--- config.mk ---
export PLATFORM = sky130hd
export DESIGN_NAME = conv1_mem_write
export DESIGN_NICKNAME = d
export VERILOG_FILES = /design/src/rtl/cnn_mem_pkg.sv /design/src/rtl/mem_wrap_counter.sv /design/src/rtl/conv1_mem_write.sv
export SDC_FILE = /design/constraint.sdc
export NUM_CORES = 1
export LEC_CHECK = 0
export ABC_AREA = 1
export BUFFER_PORTS_ARGS = -buffer_cell sky130_fd_sc_hd__buf_2
export CORE_MARGIN = 2
export CORE_UTILIZATION = 55
export CTS_BUF_LIST = sky130_fd_sc_hd__clkbuf_8
export DETAILED_ROUTE_END_ITERATION = 8
export HOLD_SLACK_MARGIN = 0.05
export PLACE_DENSITY = 0.93
export SKIP_LAST_GASP = 1
export SLEW_MARGIN = 10
export SYNTH_ARGS = -nofsm -noshare
export SYNTH_HDL_FRONTEND = slang
export SYNTH_SLANG_ARGS = --single-unit
export TNS_END_PERCENT = 10
--- constraint.sdc ---
create_clock -name clk -period 2.5 [get_ports clk]
set_input_delay 0.375 -clock clk [delete_from_list [all_inputs] [get_ports clk]]
set_output_delay 0.375 -clock clk [all_outputs]
set_load 0.02 [all_outputs]
--- src/rtl/cnn_mem_pkg.sv ---
// ---------------------------------------------------------------------------
// cnn_mem_pkg
// Shared definitions for the CNN feature-map memory blocks: default
// Convolution 1 geometry, the conv1 result word type, the write-side FSM
// state encoding and a counter-width helper.
// No ports (package).
// ---------------------------------------------------------------------------
package cnn_mem_pkg;

   localparam int CONV1_W      = 24;
   localparam int CONV1_H      = 24;
   localparam int CONV1_MAPS   = 1;
   localparam int CONV1_DATA_W = 16;

   typedef logic [CONV1_DATA_W-1:0] conv1_word_t;

   typedef enum logic [1:0] {
      IDLE  = 2'd0,
      WRITE = 2'd1,
      DONE  = 2'd2
   } conv1_state_t;

   // Width of a counter that must hold 0..n-1 (at least one bit).
   function automatic int cnt_width(input int n);
      if (n > 1) begin
         return $clog2(n);
      end else begin
         return 1;
      end
   endfunction

endpackage

--- src/rtl/mem_wrap_counter.sv ---
// ---------------------------------------------------------------------------
// mem_wrap_counter
// Modulo-MAX up-counter used to walk column/row/map positions. Chains by
// feeding one counter's wrap into the next counter's en.
// Ports:
//   clk    in   clock, state updates on the falling edge
//   reset  in   asynchronous, active-high
//   en     in   advance by one
//   clr    in   synchronous clear to zero (wins over en)
//   value  out  current count, 0..MAX-1
//   wrap   out  combinational: en is high and value is at MAX-1
// ---------------------------------------------------------------------------
module mem_wrap_counter
   import cnn_mem_pkg::*;
#(
   parameter int MAX = 24,
   parameter int W   = cnt_width(MAX)
) (
   input  logic         clk,
   input  logic         reset,
   input  logic         en,
   input  logic         clr,
   output logic [W-1:0] value,
   output logic         wrap
);

   localparam logic [W-1:0] LAST = W'(MAX - 1);

   logic [W-1:0] value_r;
   logic         wrap_s;

   // Terminal-count detect, qualified by en so it can drive the next stage.
   always_comb begin
      wrap_s = 1'b0;
      if (en && (value_r == LAST)) begin
         wrap_s = 1'b1;
      end else begin
         wrap_s = 1'b0;
      end
   end

   // Count register: clear, then advance-with-wrap, else hold.
   always_ff @(negedge clk or posedge reset) begin
      if (reset) begin
         value_r <= '0;
      end else if (clr) begin
         value_r <= '0;
      end else if (en) begin
         if (wrap_s) begin
            value_r <= '0;
         end else begin
            value_r <= value_r + W'(1);
         end
      end else begin
         value_r <= value_r;
      end
   end

   assign value = value_r;
   assign wrap  = wrap_s;

endmodule

--- src/rtl/conv1_mem_write.sv ---
// ---------------------------------------------------------------------------
// conv1_mem_write
// Write-side addresser for the Convolution 1 output memory. Accepts conv1
// results as a valid/ready raster-order stream and drives registered write
// address/data/enable into the feature-map RAM. State changes on the falling
// clock edge so the RAM sees the write on the following rising edge.
// Ports:
//   clk             in   clock (state updates on falling edge)
//   reset           in   asynchronous, active-high
//   start           in   begin a frame (honoured in IDLE/DONE only)
//   in_valid        in   conv1 result present
//   in_data         in   conv1 result
//   in_ready        out  high exactly while writing a frame
//   mem_addr        out  registered write address
//   mem_wdata       out  registered write data
//   mem_we          out  registered write enable
//   pool_row_ready  out  one-cycle pulse after an odd row's last column
//   done            out  frame complete, held until the next start
//   err             out  sticky: data offered while not writing
// ---------------------------------------------------------------------------
module conv1_mem_write
   import cnn_mem_pkg::*;
#(
   parameter int IMG_W    = CONV1_W,
   parameter int IMG_H    = CONV1_H,
   parameter int NUM_MAPS = CONV1_MAPS,
   parameter int DATA_W   = CONV1_DATA_W,
   parameter int ADDR_W   = 10
) (
   input  logic              clk,
   input  logic              reset,
   input  logic              start,
   input  logic              in_valid,
   input  logic [DATA_W-1:0] in_data,
   output logic              in_ready,
   output logic [ADDR_W-1:0] mem_addr,
   output logic [DATA_W-1:0] mem_wdata,
   output logic              mem_we,
   output logic              pool_row_ready,
   output logic              done,
   output logic              err
);

   localparam int CW = cnt_width(IMG_W);
   localparam int RW = cnt_width(IMG_H);
   localparam int MW = cnt_width(NUM_MAPS);

   localparam logic [ADDR_W-1:0] ROW_STRIDE = ADDR_W'(IMG_W);
   localparam logic [ADDR_W-1:0] MAP_STRIDE = ADDR_W'(IMG_W * IMG_H);

   // Reject configurations the address bus or the row-pair pulse cannot serve.
   generate
      if (ADDR_W < $clog2(NUM_MAPS * IMG_W * IMG_H)) begin : g_addr_too_narrow
         $error("conv1_mem_write: ADDR_W too small for NUM_MAPS*IMG_W*IMG_H");
      end
      if ((IMG_H % 2) != 0) begin : g_height_odd
         $error("conv1_mem_write: IMG_H must be even");
      end
   endgenerate

   conv1_state_t      state_r;
   logic [ADDR_W-1:0] mem_addr_r;
   logic [DATA_W-1:0] mem_wdata_r;
   logic              mem_we_r;
   logic              pool_r;
   logic              done_r;
   logic              err_r;

   logic              writing_s;
   logic              accept_s;
   logic              clr_s;
   logic [CW-1:0]     col_s;
   logic [RW-1:0]     row_s;
   logic [MW-1:0]     map_s;
   logic              col_wrap_s;
   logic              row_wrap_s;
   logic              map_wrap_s;
   logic [ADDR_W-1:0] addr_s;

   // Handshake, frame-start clear and flat address of the current beat.
   always_comb begin
      writing_s = 1'b0;
      accept_s  = 1'b0;
      clr_s     = 1'b0;
      addr_s    = '0;
      if (state_r == WRITE) begin
         writing_s = 1'b1;
      end else begin
         writing_s = 1'b0;
      end
      accept_s = in_valid && writing_s;
      // Counters restart on the same edge the FSM enters WRITE.
      clr_s    = start && !writing_s;
      addr_s   = (ADDR_W'(map_s) * MAP_STRIDE)
               + (ADDR_W'(row_s) * ROW_STRIDE)
               + ADDR_W'(col_s);
   end

   mem_wrap_counter #(.MAX(IMG_W), .W(CW)) u_col (
      .clk   (clk),
      .reset (reset),
      .en    (accept_s),
      .clr   (clr_s),
      .value (col_s),
      .wrap  (col_wrap_s)
   );

   mem_wrap_counter #(.MAX(IMG_H), .W(RW)) u_row (
      .clk   (clk),
      .reset (reset),
      .en    (col_wrap_s),
      .clr   (clr_s),
      .value (row_s),
      .wrap  (row_wrap_s)
   );

   // A map wrap coincides with accepting the very last beat of the frame.
   mem_wrap_counter #(.MAX(NUM_MAPS), .W(MW)) u_map (
      .clk   (clk),
      .reset (reset),
      .en    (row_wrap_s),
      .clr   (clr_s),
      .value (map_s),
      .wrap  (map_wrap_s)
   );

   // Frame FSM together with all registered RAM-side and status outputs.
   always_ff @(negedge clk or posedge reset) begin
      if (reset) begin
         state_r     <= IDLE;
         mem_addr_r  <= '0;
         mem_wdata_r <= '0;
         mem_we_r    <= 1'b0;
         pool_r      <= 1'b0;
         done_r      <= 1'b0;
         err_r       <= 1'b0;
      end else begin
         mem_we_r <= accept_s;
         // Last column of an odd row closes a row pair for pooling.
         pool_r   <= accept_s && col_wrap_s && row_s[0];
         if (accept_s) begin
            mem_addr_r  <= addr_s;
            mem_wdata_r <= in_data;
         end else begin
            mem_addr_r  <= mem_addr_r;
            mem_wdata_r <= mem_wdata_r;
         end
         case (state_r)
            IDLE, DONE: begin
               if (start) begin
                  state_r <= WRITE;
                  done_r  <= 1'b0;
                  err_r   <= 1'b0;
               end else begin
                  state_r <= state_r;
                  done_r  <= done_r;
                  // Data offered outside a frame is dropped and flagged.
                  err_r   <= err_r || in_valid;
               end
            end
            WRITE: begin
               err_r <= err_r;
               if (accept_s && map_wrap_s) begin
                  state_r <= DONE;
                  done_r  <= 1'b1;
               end else begin
                  state_r <= WRITE;
                  done_r  <= 1'b0;
               end
            end
            default: begin
               state_r <= IDLE;
               done_r  <= 1'b0;
               err_r   <= err_r;
            end
         endcase
      end
   end

   assign in_ready       = writing_s;
   assign mem_addr       = mem_addr_r;
   assign mem_wdata      = mem_wdata_r;
   assign mem_we         = mem_we_r;
   assign pool_row_ready = pool_r;
   assign done           = done_r;
   assign err            = err_r;

endmodule
# --- Word level (Yosys, flattened, before mapping) ---
# Index checks and enable logic that the tools add are counted.
word_totals:
  register_bits: 43
  latch_bits: 0
  ram_bits: 0
  romBits: 0
  in_bits: 20
  out_inout_bits: 31
  word_cells: 58
  n_memories: 0
classes:
  addsub: 5
  multipliers: 2
  div_mod_pow: 0
  magnitude_cmp: 0
  n_eq_ne: 5
  shift: 0
  n_mux: 20
  bitwise: 1
  n_reduce_logical: 15
ops:
  columns: ["cell", "count"]
  rows:
  - ["2-to-1 mux 5 bit", 6]
  - ["adder 10 bit", 1]
  - ["adder 10 x 5 -> 10 bit", 1]
  - ["adder 5 x 1 -> 5 bit (second input constant)", 2]
  - ["== test 5 bit (second input constant)", 2]
  - ["2-to-1 mux 1 bit", 10]
  - ["logical AND 1 bit", 8]
  - ["multiplier 5 x 2 -> 7 bit (second input constant)", 1]
  - ["nonzero test 2 bit", 3]
  - ["multiplier 1 x 4 -> 4 bit (second input constant)", 1]
  - ["2-to-1 mux 2 bit", 2]
  - ["case mux 2 bit (2 select lines)", 1]
  - ["== test 2 x 1 -> 1 bit (second input constant)", 1]
  - ["== test 2 bit (second input constant)", 1]
  - ["logical NOT 2 bit", 1]
  - ["inequality test 2 bit (second input constant)", 1]
  - ["case mux 1 bit (2 select lines)", 1]
  - ["OR reduction 2 bit", 1]
  - ["adder 1 bit (second input constant)", 1]
  - ["logical NOT 1 bit", 1]
  - ["logical OR 1 bit", 1]
  - ["inverter 1 bit", 1]

# --- Logic depth before layout (Yosys ltp) ---
logic_depth:
  ltp_word: 12
  ltp_mapped: 11
  ltp_nobuf: 11

# --- Cells and area by module ---
# A second synthesis with hierarchy kept.
unflattened:
  hier_cells: 280
  area_unflattened_um2: 2205.9
by_module_without_submodules:
  columns: ["mod", "instances", "cells_per_inst", "area_each_um2", "seq_area_each_um2"]
  rows:
  - ["conv1_mem_write", 1, 194, 1586.5, 775.7]
  - ["mem_wrap_counter at u_col ...", 2, 40, 286.5, 125.1]
  - ["mem_wrap_counter at u_map", 1, 6, 46.3, 25.0]

==> metrics.yaml <==
floorplan:
  die_h_um: 65.3
  die_w_um: 65.3
  top_level_ports: 51
  initial_core_util: 0.569
  row_count: 22
  core_area_mm2: 0.00363
  die_area_mm2: 0.00426
critical_path:
  crit_path_end_kind: "output pin"
  critPathKind: "flop to output pin"
  cp.arrival_ns: 2.26
  cp-start-kind: "flop"
  required_ns: 2.12
  critPathBufInv: 3
  critPathMaxStageDelay_ns: 0.43
  cp_top_family: "flip-flops"
  crit_path_max_fanout: 2
  cp_cell_sequence: "inv_2 > nand2_2 > inv_2 > buf_6"
  cp_common_cell: "inv_2"
  cp_slowest_cell: "dfrtn_1"
finish:
  fin_nets: 343
  instances_no_fill: 360
  drive_gt1_frac: 0.269
  syn2layout_area_growth_pct: 25.0
  fin_util: 0.711
  diodes: 0
synthesis:
  yosysTopAreaCellShare: 0.509
  ys_ff_latch: 42
  synth_fp_nets: 277
  syn_inst: 245
  netlist_area_mm2: 0.00207
  synth_area_per_cell_um2: 8.43
  yosysUniqueCellTypes: 24
  yosys_warnings: 0
  synth.area.top_cells: "dfrtn_1, nand2_1, ha_1"
  synth_top_area_cell: "dfrtn_1"
  yosysSeqAreaShare: 0.509
power_and_ir_drop:
  switching_share: 0.353
  powerDensity_mw_per_mm2: 761
  pwr-share-seq: 0.475
  p_int_w: 0.00127
  p_leak_nw: 1.47
  combPwrFrac: 0.304
  irDropWorstVdd_mv: 0.358
  clkPwrFrac: 0.220
  p_switching_w: 0.000695
timing:
  slew_headroom: 0.813
  tightest_slew_ns: 0.281
  setup-violations-final: 8
  rsz0062_at_grt: "yes"
  hold_viol: 0
  skew_ns: 0.00449
  setup_ws_ns: -0.137
  slew_violations: 0
route:
  drt_iter0_drc: 134
  met2_length_mm: 2.16
  routed-via-count: 1845
  drt-total-wl_mm: 4.38
  ant_nets: 0
  post_drt_wl_per_cell_um: 12.2
  highest_layer: "met4"
  dr.pass1.iters: 5
  routed_via_density: 5.13
  wl_met1_mm: 1.86
  wl_met3_um: 253
  drc: 0
place:
  gp_congestion: 0.851
  dpl.cell_count: 347
  hpwl_mm: 3.14
  portBuffers: 50
clocking:
  clock_sinks: 42
  h-tree-depth: 2
  cts_max_path_buffers: 2
  clk_pin_slew_ns: 0.05
  hold_buffers: 0
  cts_root_buffer: "clkbuf_8"
  cts_tree: "done"
  cts_buffers: 5
  clk_latency_ns: 0.30
run_status:
  status: "finished with violations"
  violations: "negative setup slack"
global_routing:
  grt_overflow: 0
  grt_start_max_net_pins: 43
  grt_pass1_vias: 1695
  grt_antenna_before_repair: 0
  grtUsageTotal: 0.232
  grt_pass1_wl_mm: 7.45
hold_path:
  worstHoldPathType: "flop to flop"
flow_run:
  drv_cap: 0
-- registers in the layout, summed over array words and instances, names as in the netlist --
| signal | cells |
|---|---|
| mem_wdata | 16 |
| mem_addr | 10 |
| u_col.value | 5 |
| u_row.value | 5 |
| done | 1 |
| err | 1 |
| mem_we | 1 |
| pool_row_ready | 1 |
| state_r | 1 |
| u_map.value | 1 |
-- cells in the mapped netlist --
cell type	count
xnor2_1	2
xor2_1	2
nand4_1	3
o32ai_1	1
nand4_4	1
o21ai_0	14
o21ai_1	2
clkinv_2	1
clkbuf_1	3
a21oi_1	7
nor3_2	1
nor2_1	8
nand3b_1	2
buf_2	2
inv_1	21
nand3_2	1
nand2_1	100
inv_2	1
dfrtn_1	42
nand2_2	4
and2_1	1
nand3_1	14
ha_1	10
fa_1	2
-- cells by family (layout without fill, tap and decap cells) --
logic type	count (synthesis)	count (layout)	synth area share
DFF	42	42	0.509
and+or+nand+nor	135	135	0.282
xor gates and xnor gates	4	4	0.0170
adders and majority gates	12	12	0.0800
buffers and inverters	28	95	0.0527
AOI/OAI and AO/OA	24	24	0.0600
-- cells in the final DEF (no fill, tap or decap) --
| master | n |
|---|---|
| nand2_1 | 99 |
| buf_2 | 48 |
| dfrtn_1 | 42 |
| inv_1 | 19 |
| o21ai_0 | 14 |
| nand3_1 | 14 |
| buf_4 | 13 |
| ha_1 | 10 |
| nor2_1 | 8 |
| a21oi_1 | 7 |
| clkbuf_8 | 6 |
| nand2_2 | 5 |
| inv_2 | 3 |
| nand4_1 | 3 |
| clkinv_2 | 2 |
| xnor2_1 | 2 |
| o21ai_1 | 2 |
| nand3b_1 | 2 |
| xor2_1 | 2 |
| fa_1 | 2 |
| buf_6 | 2 |
| nand3_2 | 1 |
| and2_1 | 1 |
| nand4_4 | 1 |
| nor3_2 | 1 |
| o32ai_1 | 1 |
| clkinvlp_4 | 1 |
| buf_12 | 1 |
-- metrics by stage --
step	cell area (um^2)	setup slack [ns]	hold slack (ns)	power, W	setup TNS (ns)
2_1_floorplan	2070	0.0785	0.430	0.00131	0
3_3_place_gp	2440	-0.0260	0.419	0.00149	-0.0437
3_5_place_dp	2440	-0.0495	0.420	0.00152	-0.444
4_1_cts	2550	-0.151	0.423	0.00196	-0.316
5_1_grt	2580	-0.179	0.445	0.00210	-0.942
6_report	2580	-0.137	0.421	0.00197	-0.238
-- routing by layer --
metal  global-route usage  up-vias
met1                0.293      861
met2                0.365       65
met3               0.0651       11
li1                     -      908
met4                0.120        0
met5                    0        -
-- path summary, 6_finish.rpt --
kind	start	endpoint	slack, ns	cells after the start
setup / recovery	done	in_ready	-0.14	4
hold / removal	mem_wdata[3]	mem_wdata[3]	0.42	2
setup reg to reg	u_row.value[0]	mem_addr[9]	0.15	11
hold reg to reg	mem_wdata[3]	mem_wdata[3]	0.42	2
max in group asynchronous	reset	mem_wdata[15]	1.02	3
min in group asynchronous	reset	mem_addr[4]	1.26	3
-- worst min-delay path: cells and delay by family (launching register included) --
kind             cells  cell delay [ns]
flip-flops           1             0.40
AND/OR/NAND/NOR      2             0.11
-- cell type report --
class,instances,area [um^2]
clock inverter,2,8.76
tap,48,60.1
multi-input combinational,175,908
sequential,42,1050
inverter,23,91.3
timing repair buffer,64,380
clock buffer,6,82.6
fill,249,1050
-- what timing repair did --
action | in CTS | in global routing
pin swaps | 1 | 1
setup buffers | 1 | 4
endpoints found under the setup margin | 12 | 30
gates resized for setup | 5 | 2
cloned | 0 | 0
-- power by group through the flow --
stage | Sequential (W) | Clock (W) | Combinational (W)
global placement | 0.000934 | 0 | 0.000558
floorplan | 0.00106 | 0 | 0.000249
detailed placement | 0.000943 | 0 | 0.000579
finish | 0.000934 | 0.000433 | 0.000599
CTS | 0.000933 | 0.000442 | 0.000588
global route | 0.000950 | 0.000480 | 0.000669
(Power assumes the default switching activity.)
